### config.mk
export PLATFORM = sky130hd
export DESIGN_NAME = mandel_frame_sched
export DESIGN_NICKNAME = d
export VERILOG_FILES = /design/src/rtl/mandel_pkg.sv /design/src/rtl/rr_arbiter.sv /design/src/rtl/mandel_frame_sched.sv
export SDC_FILE = /design/constraint.sdc
export NUM_CORES = 1
export LEC_CHECK = 0
export CAP_MARGIN = 15
export CORE_MARGIN = 10
export CORE_UTILIZATION = 60
export CTS_BUF_LIST = sky130_fd_sc_hd__clkbuf_8
export DETAILED_ROUTE_END_ITERATION = 12
export PLACE_DENSITY = 0.95
export SETUP_SLACK_MARGIN = 0.05
export SYNTH_ARGS = -nofsm -noshare
export SYNTH_HDL_FRONTEND = slang
export SYNTH_SLANG_ARGS = --single-unit
### constraint.sdc
create_clock -name clk -period 18.1 [get_ports clk]
set_clock_uncertainty 0.2 [all_clocks]
set_input_delay 2.715 -clock clk [delete_from_list [all_inputs] [get_ports clk]]
set_output_delay 2.715 -clock clk [all_outputs]
set_load 0.02 [all_outputs]
### src/rtl/mandel_pkg.sv
// mandel_pkg: shared widths, scheduler state and pixel tag types for the Mandelbrot renderer
package mandel_pkg;
  localparam int COORD_W = 32;
  localparam int ITER_W = 8;
  localparam logic [ITER_W-1:0] MAX_ITER = '1;
  localparam int TAG_W = 16;
  typedef enum logic [1:0] {IDLE, RUN, DRAIN, FIN} sched_state_t;
  typedef struct packed {
    logic [TAG_W-1:0] x;
    logic [TAG_W-1:0] y;
  } pix_tag_t;
endpackage

### src/rtl/rr_arbiter.sv
// rr_arbiter: one-hot round-robin grant; priority restarts just after the last advanced grant
module rr_arbiter #(
  parameter int N = 4,
  localparam int IW = N > 1 ? $clog2(N) : 1
) (
  input  logic          clk,
  input  logic          rst,
  input  logic [N-1:0]  i_req,
  input  logic          i_advance,
  output logic [N-1:0]  o_grant,
  output logic [IW-1:0] o_idx
);
  logic [IW-1:0] r_ptr, w_lo, w_hi;
  logic w_hit;
  // w_hi: first request at or above the pointer; w_lo: wrap-around fallback
  always_comb begin
    w_lo = '0;
    w_hi = '0;
    w_hit = 1'b0;
    for (int i = N - 1; i >= 0; i--) begin
      if (i_req[i]) w_lo = IW'(i);
      if (i_req[i] && i >= int'(r_ptr)) begin
        w_hi = IW'(i);
        w_hit = 1'b1;
      end
    end
  end
  assign o_idx = w_hit ? w_hi : w_lo;
  assign o_grant = |i_req ? N'(1) << o_idx : '0;
  always_ff @(posedge clk or posedge rst)
    if (rst) r_ptr <= '0;
    else if (i_advance && |i_req) r_ptr <= o_idx == IW'(N - 1) ? '0 : o_idx + 1'b1;
endmodule

### src/rtl/mandel_frame_sched.sv
// mandel_frame_sched: walks the raster, dispatches c to a core pool and
// collects out-of-order iteration results into a tagged pixel stream
module mandel_frame_sched #(
  parameter int H_RES = 256,
  parameter int V_RES = 256,
  parameter int NUM_CORES = 4,
  parameter int COORD_W = mandel_pkg::COORD_W,
  parameter int ITER_W = mandel_pkg::ITER_W,
  localparam int XW = H_RES > 1 ? $clog2(H_RES) : 1,
  localparam int YW = V_RES > 1 ? $clog2(V_RES) : 1
) (
  input  logic                        clk,
  input  logic                        rst,
  input  logic                        start,
  input  logic [COORD_W-1:0]          cfg_re0,
  input  logic [COORD_W-1:0]          cfg_im0,
  input  logic [COORD_W-1:0]          cfg_step,
  output logic                        busy,
  output logic                        done,
  output logic [NUM_CORES-1:0]        core_req_valid,
  input  logic [NUM_CORES-1:0]        core_req_ready,
  output logic [COORD_W-1:0]          core_c_re,
  output logic [COORD_W-1:0]          core_c_im,
  input  logic [NUM_CORES-1:0]        core_res_valid,
  output logic [NUM_CORES-1:0]        core_res_ready,
  input  logic [NUM_CORES*ITER_W-1:0] core_res_iter,
  output logic                        pix_valid,
  input  logic                        pix_ready,
  output logic [XW-1:0]               pix_x,
  output logic [YW-1:0]               pix_y,
  output logic [ITER_W-1:0]           pix_iter,
  output logic                        pix_in_set
);
  import mandel_pkg::*;
  localparam int CW = NUM_CORES > 1 ? $clog2(NUM_CORES) : 1;
  sched_state_t r_state, w_next;
  logic [COORD_W-1:0] r_re0, r_im0, r_step, r_re, r_im;
  logic [XW-1:0] r_x, r_px;
  logic [YW-1:0] r_y, r_py;
  logic [ITER_W-1:0] r_pit;
  logic [NUM_CORES-1:0] r_core_busy, w_dgnt, w_cgnt;
  logic [CW-1:0] w_didx, w_cidx;
  pix_tag_t r_tag [NUM_CORES];
  logic r_pv, w_run, w_coll, w_disp, w_acc, w_row_end, w_last, w_drained;
  assign w_run = r_state == RUN;
  assign w_coll = (r_state == RUN || r_state == DRAIN) && (!r_pv || pix_ready);
  assign w_disp = |w_dgnt;
  assign w_acc = |w_cgnt;
  assign w_row_end = r_x == XW'(H_RES - 1);
  assign w_last = w_row_end && r_y == YW'(V_RES - 1);
  assign w_drained = ~|r_core_busy && (!r_pv || pix_ready);
  rr_arbiter #(.N(NUM_CORES)) u_disp_arb (
    .clk,
    .rst,
    .i_req(~r_core_busy & core_req_ready & {NUM_CORES{w_run}}),
    .i_advance(w_disp),
    .o_grant(w_dgnt),
    .o_idx(w_didx)
  );
  // only cores holding an outstanding pixel may hand back a result
  rr_arbiter #(.N(NUM_CORES)) u_coll_arb (
    .clk,
    .rst,
    .i_req(core_res_valid & r_core_busy & {NUM_CORES{w_coll}}),
    .i_advance(w_acc),
    .o_grant(w_cgnt),
    .o_idx(w_cidx)
  );
  always_comb begin
    w_next = r_state;
    busy = r_state != IDLE;
    done = r_state == FIN;
    case (r_state)
      IDLE:    w_next = start ? RUN : IDLE;
      RUN:     w_next = w_disp && w_last ? DRAIN : RUN;
      DRAIN:   w_next = w_drained ? FIN : DRAIN;
      default: w_next = IDLE;
    endcase
  end
  always_ff @(posedge clk or posedge rst) begin
    if (rst) begin
      r_state <= IDLE;
      r_re0 <= '0;
      r_im0 <= '0;
      r_step <= '0;
      r_re <= '0;
      r_im <= '0;
      r_x <= '0;
      r_y <= '0;
      r_core_busy <= '0;
      for (int i = 0; i < NUM_CORES; i++) r_tag[i] <= '0;
      r_pv <= 1'b0;
      r_px <= '0;
      r_py <= '0;
      r_pit <= '0;
    end else begin
      r_state <= w_next;
      if (r_state == IDLE && start) begin
        r_re0 <= cfg_re0;
        r_im0 <= cfg_im0;
        r_step <= cfg_step;
        r_re <= cfg_re0;
        r_im <= cfg_im0;
        r_x <= '0;
        r_y <= '0;
      end else if (w_disp) begin
        r_tag[w_didx] <= '{x: TAG_W'(r_x), y: TAG_W'(r_y)};
        r_x <= w_row_end ? '0 : r_x + 1'b1;
        r_y <= w_row_end ? (w_last ? '0 : r_y + 1'b1) : r_y;
        r_re <= w_row_end ? r_re0 : r_re + r_step;
        r_im <= w_row_end ? r_im - r_step : r_im;
      end
      r_core_busy <= (r_core_busy | w_dgnt) & ~w_cgnt;
      if (w_acc) begin
        r_pv <= 1'b1;
        r_px <= r_tag[w_cidx].x[XW-1:0];
        r_py <= r_tag[w_cidx].y[YW-1:0];
        r_pit <= core_res_iter[w_cidx*ITER_W +: ITER_W];
      end else if (pix_ready) begin
        r_pv <= 1'b0;
      end
    end
  end
  assign core_req_valid = w_dgnt;
  assign core_res_ready = w_cgnt;
  assign core_c_re = r_re;
  assign core_c_im = r_im;
  assign pix_valid = r_pv;
  assign pix_x = r_px;
  assign pix_y = r_py;
  assign pix_iter = r_pit;
  assign pix_in_set = &r_pit;
endmodule

==> results.sh, run 1 <==
export IMPL_synth_cell_type_count=69
export IMPL_cellLeakagePower_uw=0.00815
export IMPL_cts_sinks=243
export IMPL_htree_levels=2
export IMPL_rr_endpoint="core_c_re[23]"
export IMPL_worst_skew_pair_late_latency_ns=0.57
export IMPL_critical_path_max_stage_delay_ns=0.88
export IMPL_yosysSeqAreaShare_pct=42.2
export IMPL_layout_nets=1967
export IMPL_hold_class="reg2reg"
export IMPL_holdWs_ns=0.271
export IMPL_placementRows=56
export IMPL_critPathSlowestCell="a2bb2oi_4"
export IMPL_hold_depth=2
export IMPL_synth_area_um2=14400
export IMPL_dr_wl_met3_um=3440
export IMPL_cp_cell_sequence="clkdlybuf4s50_1, nand2b_1, and2_1, nand3_1, o21ai_0, a21oi_1, a2bb2oi_4, inv_1, ha_1, and2_1, clkdlybuf4s50_1"
export IMPL_finalHoldViolations=0
export IMPL_routed_wl_um=43000
export IMPL_final_area_um2=17900
export IMPL_vias=12700
export IMPL_r2r_start="r_state[1]"
export IMPL_top_layer="met4"
export IMPL_arrival_ns=6.21
export IMPL_io_pins=240
export IMPL_port_buffers=239
export IMPL_synthArstFlopShare_pct=100
export IMPL_cts_path_max_buffers=3
export IMPL_cts_root_buffer="clkbuf_8"
export IMPL_postRouteAntennaNets=0
export IMPL_fin_setup_tns_ns=0
export IMPL_gp_congestion=0.924
export IMPL_hold_start="r_re0[20]"
export IMPL_placed_area_um2=17000
export IMPL_core_um2=23500
export IMPL_setup_viol=0
export IMPL_cts_resized_gates=0
export IMPL_holdPathEnd="r_re0[20]"
export IMPL_cts_hold_buf=0
export IMPL_drtIter0Drc=1193
export IMPL_wl_per_cell_um=20.5
export IMPL_antenna_cells=0
export IMPL_synth_cells=1534
export IMPL_cts_inserted_buffers=41
export IMPL_hpwl_um=30700
export IMPL_p_per_area_nw_per_um2=181
export IMPL_fmax_mhz=110
export IMPL_max_vdd_ir_drop_mv=0.106
export IMPL_cts_setup_buffers=0
export IMPL_worstSetupPathDepth=11
export IMPL_drt_met1_wl_um=17200
export IMPL_min_period_ns=9.12
export IMPL_antenna_found_initial=0
export IMPL_critPathRequiredTime_ns=15.19
export IMPL_yosys_warnings=0
export IMPL_avgSynthCellArea_um2=9.39
export IMPL_status="complete, no violations"
export IMPL_drc=0
export IMPL_synth_simple_area_share_pct=14.5
export IMPL_cp_top_family="compound AO/OA/AOI/OAI gates"
export IMPL_synth_top_flop_cell="dfrtp_1"
export IMPL_synth_seq_cells=243
export IMPL_worst_slew_pin_slew_ns=1.17
export IMPL_path_clk_slew_ns=0.06
export IMPL_synthXorXnorAreaFrac_pct=3.59
export IMPL_r2r_slack_ns=13.47
export IMPL_synthMuxAreaShare_pct=12.2
export IMPL_synth_top_family_by_area="compound AO/OA/AOI/OAI gates"
export IMPL_path_buf_inv=3
export IMPL_grt_pass1_wl_um=69000
export IMPL_vias_per_cell=6.06
export IMPL_grt_usage_pct=27.3
export IMPL_grt_ovfl_total=0
export IMPL_synth_compound_area_share_pct=16.8
export IMPL_grt_max_degree=166
export IMPL_routed_wl_met2_um=20900
export IMPL_die_area_um2=30600
export IMPL_critPathLaunchType="primary input"
export IMPL_syn2layout_area_growth_pct=24.1
export IMPL_post_route_cells_drive_above_1_share_pct=10.4
export IMPL_relSlewSlack_pct=21.6
export IMPL_slew_violations=0
export IMPL_finalCritPeriodShare_pct=50.4
export IMPL_initial_core_util_pct=61.2
export IMPL_yosys_area_share_adder_pct=6.97
export IMPL_synth_edf_count=0
export IMPL_rsz0062_at_grt="false"
export IMPL_rr_worst_depth=12
export IMPL_fp_dieW_um=175
export IMPL_grt_pass1_vias=13100
export IMPL_cts_tree="yes"
export IMPL_drt_first_pass_iters=7
export IMPL_maxCapViolations=0
export IMPL_critPathKind="in2out"
export IMPL_path_max_fanout=27
export IMPL_synth_nets=1753
export IMPL_final_util_pct=75.9
export IMPL_fp_dieH_um=175
export IMPL_critPathCaptureType="output port"
## per-stage QoR
step	cells	setup slack (ns)	total power, µW
detailed placement	2023	9.13	2690
CTS	2096	9.00	3230
global placement	2023	9.22	2630
floorplan	1534	8.51	2130
finish	2097	8.98	3240
global route	2097	8.84	3460
## synthesized netlist by cell type (all sizes together), types with 4 or more instances
cell type | count | area share, %
dfrtp | 243 | 42
o21ai | 126 | 4.4
nand2 | 248 | 6.5
o21a | 5 | 0.26
o31ai | 7 | 0.46
a211o | 6 | 0.36
and3 | 30 | 1.3
o21bai | 9 | 0.47
nand2b | 10 | 0.43
o211ai | 13 | 0.68
o221ai | 15 | 0.91
or3 | 10 | 0.43
a211oi | 9 | 0.47
ha | 77 | 6.7
nor3b | 4 | 0.21
nand4 | 16 | 0.70
nor3 | 16 | 0.56
a21oi | 121 | 4.2
mux2i | 75 | 5.2
nand3 | 24 | 0.83
mux2 | 89 | 7.0
and2 | 9 | 0.39
inv | 55 | 1.4
a31oi | 11 | 0.48
buf | 24 | 0.83
clkbuf | 55 | 1.4
xor2 | 28 | 1.7
a21o | 28 | 1.5
nor2 | 75 | 2.0
xnor2 | 31 | 1.9
a41oi | 6 | 0.36
nor2b | 13 | 0.56
## cells in the final DEF (no fill, tap or decap), drive strengths merged, types with 13 or more instances in the layout
cell and instances:
a21o 28, and3 30, o211ai 13, o21ai 126, mux2i 75, nor2 75, dfrtp 243, nor2b 13
o221ai 15, clkdlybuf4s50 239, nand2 248, inv 66, xor2 28, xnor2 31, nand4 16, nor3 16
a21oi 121, clkbuf 55, nand3 24, ha 77, mux2 89
## routing by layer
metal	vias to the layer above	GRT usage (%)
met5	-	0
met4	0	10.7
met3	110	6.36
met2	578	46.2
met1	6141	33.0
li1	5873	-
## worst max path at each step
stage               startpoint           endpoint  slack [ns]
floorplan                  rst       core_c_im[0]        8.51
global placement     pix_ready  core_res_ready[1]        9.22
detailed placement   pix_ready  core_res_ready[0]        9.13
CTS                  pix_ready  core_res_ready[0]        9.00
global route         pix_ready  core_res_ready[1]        8.84
finish               pix_ready  core_res_ready[0]        8.98
## cell families after synthesis
kind of cell             Yosys count
flip-flops                       243
multiplexers                     164
AND/OR/NAND/NOR                  466
AO/OA/AOI/OAI                    389
buffers and inverters            134
XOR/XNOR                          59
adder cells (fa/ha/maj)           79
## tightest hold or removal path: cells and delay by family, from the launching register on
| kind | cells | cell delay, ns |
|---|---|---|
| flops | 1 | 0.33 |
| simple gates | 2 | 0.11 |
## sequential cells by signal, summed over array words and instances (netlist names)
name,count
core_c_im,32
u_disp_arb.r_ptr,2
r_state,2
pix_y,8
r_y,8
pix_iter,8
core_c_re,32
pix_valid,1
r_re0,32
r_step,32
r_core_busy,4
r_tag,64
u_coll_arb.r_ptr,2
pix_x,8
r_x,8
## where the power goes
part	internal, µW	total (µW)	switching, µW
Clock	287	519	232
Sequential	713	871	158
Combinational	803	1850	1050
## cell type report
cell class              count  area [µm²]
well taps                 319         399
flip-flops and latches    243        6080
inverters                  55         214
multi-input cells        1157        7820
clock inverters            18         114
fillers                  1629        5670
clock buffers              55         757
repair buffers            250        2490
Power figures use the tool's default switching activity.
==> run 2, diff against run 1 <==
Settings changed: CORE_UTILIZATION 60 to 56, PLACE_DENSITY 0.95 to 0.91.
Clock period 18.1 ns to 8.44 ns, I/O delays scaled along.
==> run 2 against run 1 <==
Combinational power is 110% higher; global-route usage shrank 2.5 points; utilization fell by 5.1 points; power rose by 110%; final cell count rose by 0.62%; via count down 0.70%; clock power grew 120%; design area hardly changed; clock-buffer cell count is 9 lower; register-to-register slack worse by 9.7 ns; hold slack worse by 0.0036 ns; sequential share of layout area hardly changed; critical endpoint unchanged; largest cell class unchanged; highest routed layer unchanged.
==> results.sh, run 2 (synthesis gave the netlist of run 1 again) <==
export IMPL_path_clk_slew_ns=0.06
export IMPL_fin_setup_tns_ns=0
export IMPL_cts_resized_gates=0
export IMPL_grt_ovfl_total=0
export IMPL_maxCapViolations=0
export IMPL_routed_wl_um=42300
export IMPL_vias=12600
export IMPL_arrival_ns=4.63
export IMPL_multi_input_comb_area_um2=7820
export IMPL_core_um2=25300
export IMPL_cellLeakagePower_uw=0.00816
export IMPL_critical_path_max_stage_delay_ns=0.88
export IMPL_io_pins=240
export IMPL_fp_dieH_um=180
export IMPL_cts_setup_buffers=0
export IMPL_critPathSlowestCell="a2bb2oi_4"
export IMPL_grt_pass1_wl_um=67900
export IMPL_drt_first_pass_iters=5
export IMPL_p_per_area_nw_per_um2=389
export IMPL_path_max_fanout=27
export IMPL_regMostFlops="r_tag"
export IMPL_cts_sinks=243
export IMPL_cp_cell_sequence="clkdlybuf4s50_1, nand2b_1, and2_1, nand3_1, o21ai_0, a21oi_1, a2bb2oi_4, inv_1, ha_1, and2_1, clkdlybuf4s50_1"
export IMPL_grt_usage_pct=24.8
export IMPL_cts_inserted_buffers=42
export IMPL_largest_register_ffs=64
export IMPL_critPathLaunchType="primary input"
export IMPL_hpwl_um=30400
export IMPL_port_buffers=239
export IMPL_hold_class="reg2reg"
export IMPL_min_period_ns=6.10
export IMPL_critPathKind="in2out"
export IMPL_finalHoldViolations=0
export IMPL_rsz0062_at_grt="false"
export IMPL_worst_slew_pin_slew_ns=1.17
export IMPL_cts_hold_buf=0
export IMPL_setup_viol=0
export IMPL_cts_path_max_buffers=3
export IMPL_wl_per_cell_um=20.1
export IMPL_post_route_cells_drive_above_1_share_pct=10.5
export IMPL_grt_max_degree=111
export IMPL_final_cell_mix="243 x nand2_1, 243 x dfrtp_1, 239 x clkdlybuf4s50_1"
export IMPL_slew_violations=0
export IMPL_htree_levels=2
export IMPL_hold_depth=2
export IMPL_crit_start="pix_ready"
export IMPL_critPathCaptureType="output port"
export IMPL_holdWs_ns=0.268
export IMPL_grt_pass1_vias=13000
export IMPL_antenna_found_initial=1
export IMPL_placementRows=58
export IMPL_n_fill_cell=1794
export IMPL_syn2layout_area_growth_pct=24.2
export IMPL_worst_skew_pair_late_latency_ns=0.57
export IMPL_cts_root_buffer="clkbuf_8"
export IMPL_die_area_um2=32500
export IMPL_cts_tree="yes"
export IMPL_place_ws_ns=2.37
export IMPL_initial_core_util_pct=57.0
export IMPL_vias_per_cell=5.98
export IMPL_r2r_start="r_state[1]"
export IMPL_max_vdd_ir_drop_mv=0.215
export IMPL_status="complete, no violations"
export IMPL_rr_worst_depth=12
export IMPL_gp_congestion=0.943
export IMPL_setup_slack_ns=2.34
export IMPL_layout_nets=1968
export IMPL_finalCritPeriodShare_pct=72.2
export IMPL_ff_latch_area_um2=6080
export IMPL_postRouteAntennaNets=0
export IMPL_drc=0
export IMPL_relSlewSlack_pct=21.6
export IMPL_fp_dieW_um=180
export IMPL_critPathRequiredTime_ns=6.97
export IMPL_drtIter0Drc=1222
export IMPL_final_util_pct=70.8
export IMPL_fmax_mhz=164
export IMPL_hold_start="r_re0[11]"
run 2: cell count changes in the layout (fill, tap and decap cells not counted), sizes merged:
| cell | previous run | this run |
|---|---|---|
| clkbuf | 55 | 46 |
| clkinv | 5 | 12 |
| inv | 66 | 67 |
| bufinv | 1 | 4 |
| clkinvlp | 1 | 0 |
| diode | 0 | 1 |
run 2: worst max-delay path: cells and delay by family:
family                   cells  cell delay (ns)
adder cells (fa/ha/maj)      1             0.25
AND/OR/NAND/NOR              4             0.75
AO/OA/AOI/OAI                3             1.25
buffers and inverters        3             1.10
run 2: layer usage:
metal / routed length (µm) / global-route usage [%]
met1: 17600 / 30.2
met5: 0 / 0
met2: 20500 / 42.5
met3: 3170 / 5.70
met4: 1060 / 8.04
run 2: metrics by stage:
| step | area [µm²] | power [µW] | instances |
|---|---|---|---|
| after floorplan | 14400 | 4560 | 1534 |
| after global placement | 17000 | 5650 | 2034 |
| after detailed placement | 17000 | 5770 | 2034 |
| after CTS | 17900 | 6940 | 2108 |
| after global routing | 17900 | 7440 | 2110 |
| final | 17900 | 6960 | 2110 |
run 2: cell type report:
type                    count  share of cell area (%)
repair buffers            250                    13.9
clock inverters            28                    1.37
clock buffers              46                    3.54
well taps                 330                    2.31
flip-flops and latches    243                    34.0
diodes                      1                  0.0140
inverters                  55                    1.20
multi-input cells        1157                    43.7
run 2: path summary, 6_finish.rpt:
| kind | end | slack, ns |
|---|---|---|
| worst min register to register | r_re0[11] | 0.27 |
| min in group asynchronous | r_re0[1] | 1.05 |
| worst max-delay path | core_res_ready[0] | 2.34 |
| worst min-delay path | r_re0[11] | 0.27 |
| worst max register to register | core_c_re[31] | 3.82 |
| max in group asynchronous | r_tag[112] | 5.39 |
run 2: where the power goes:
group	switching [µW]	total [µW]	internal, µW
Sequential	333	1860	1530
Combinational	2250	3970	1720
Clock	497	1130	632
Total	3080	6960	3880
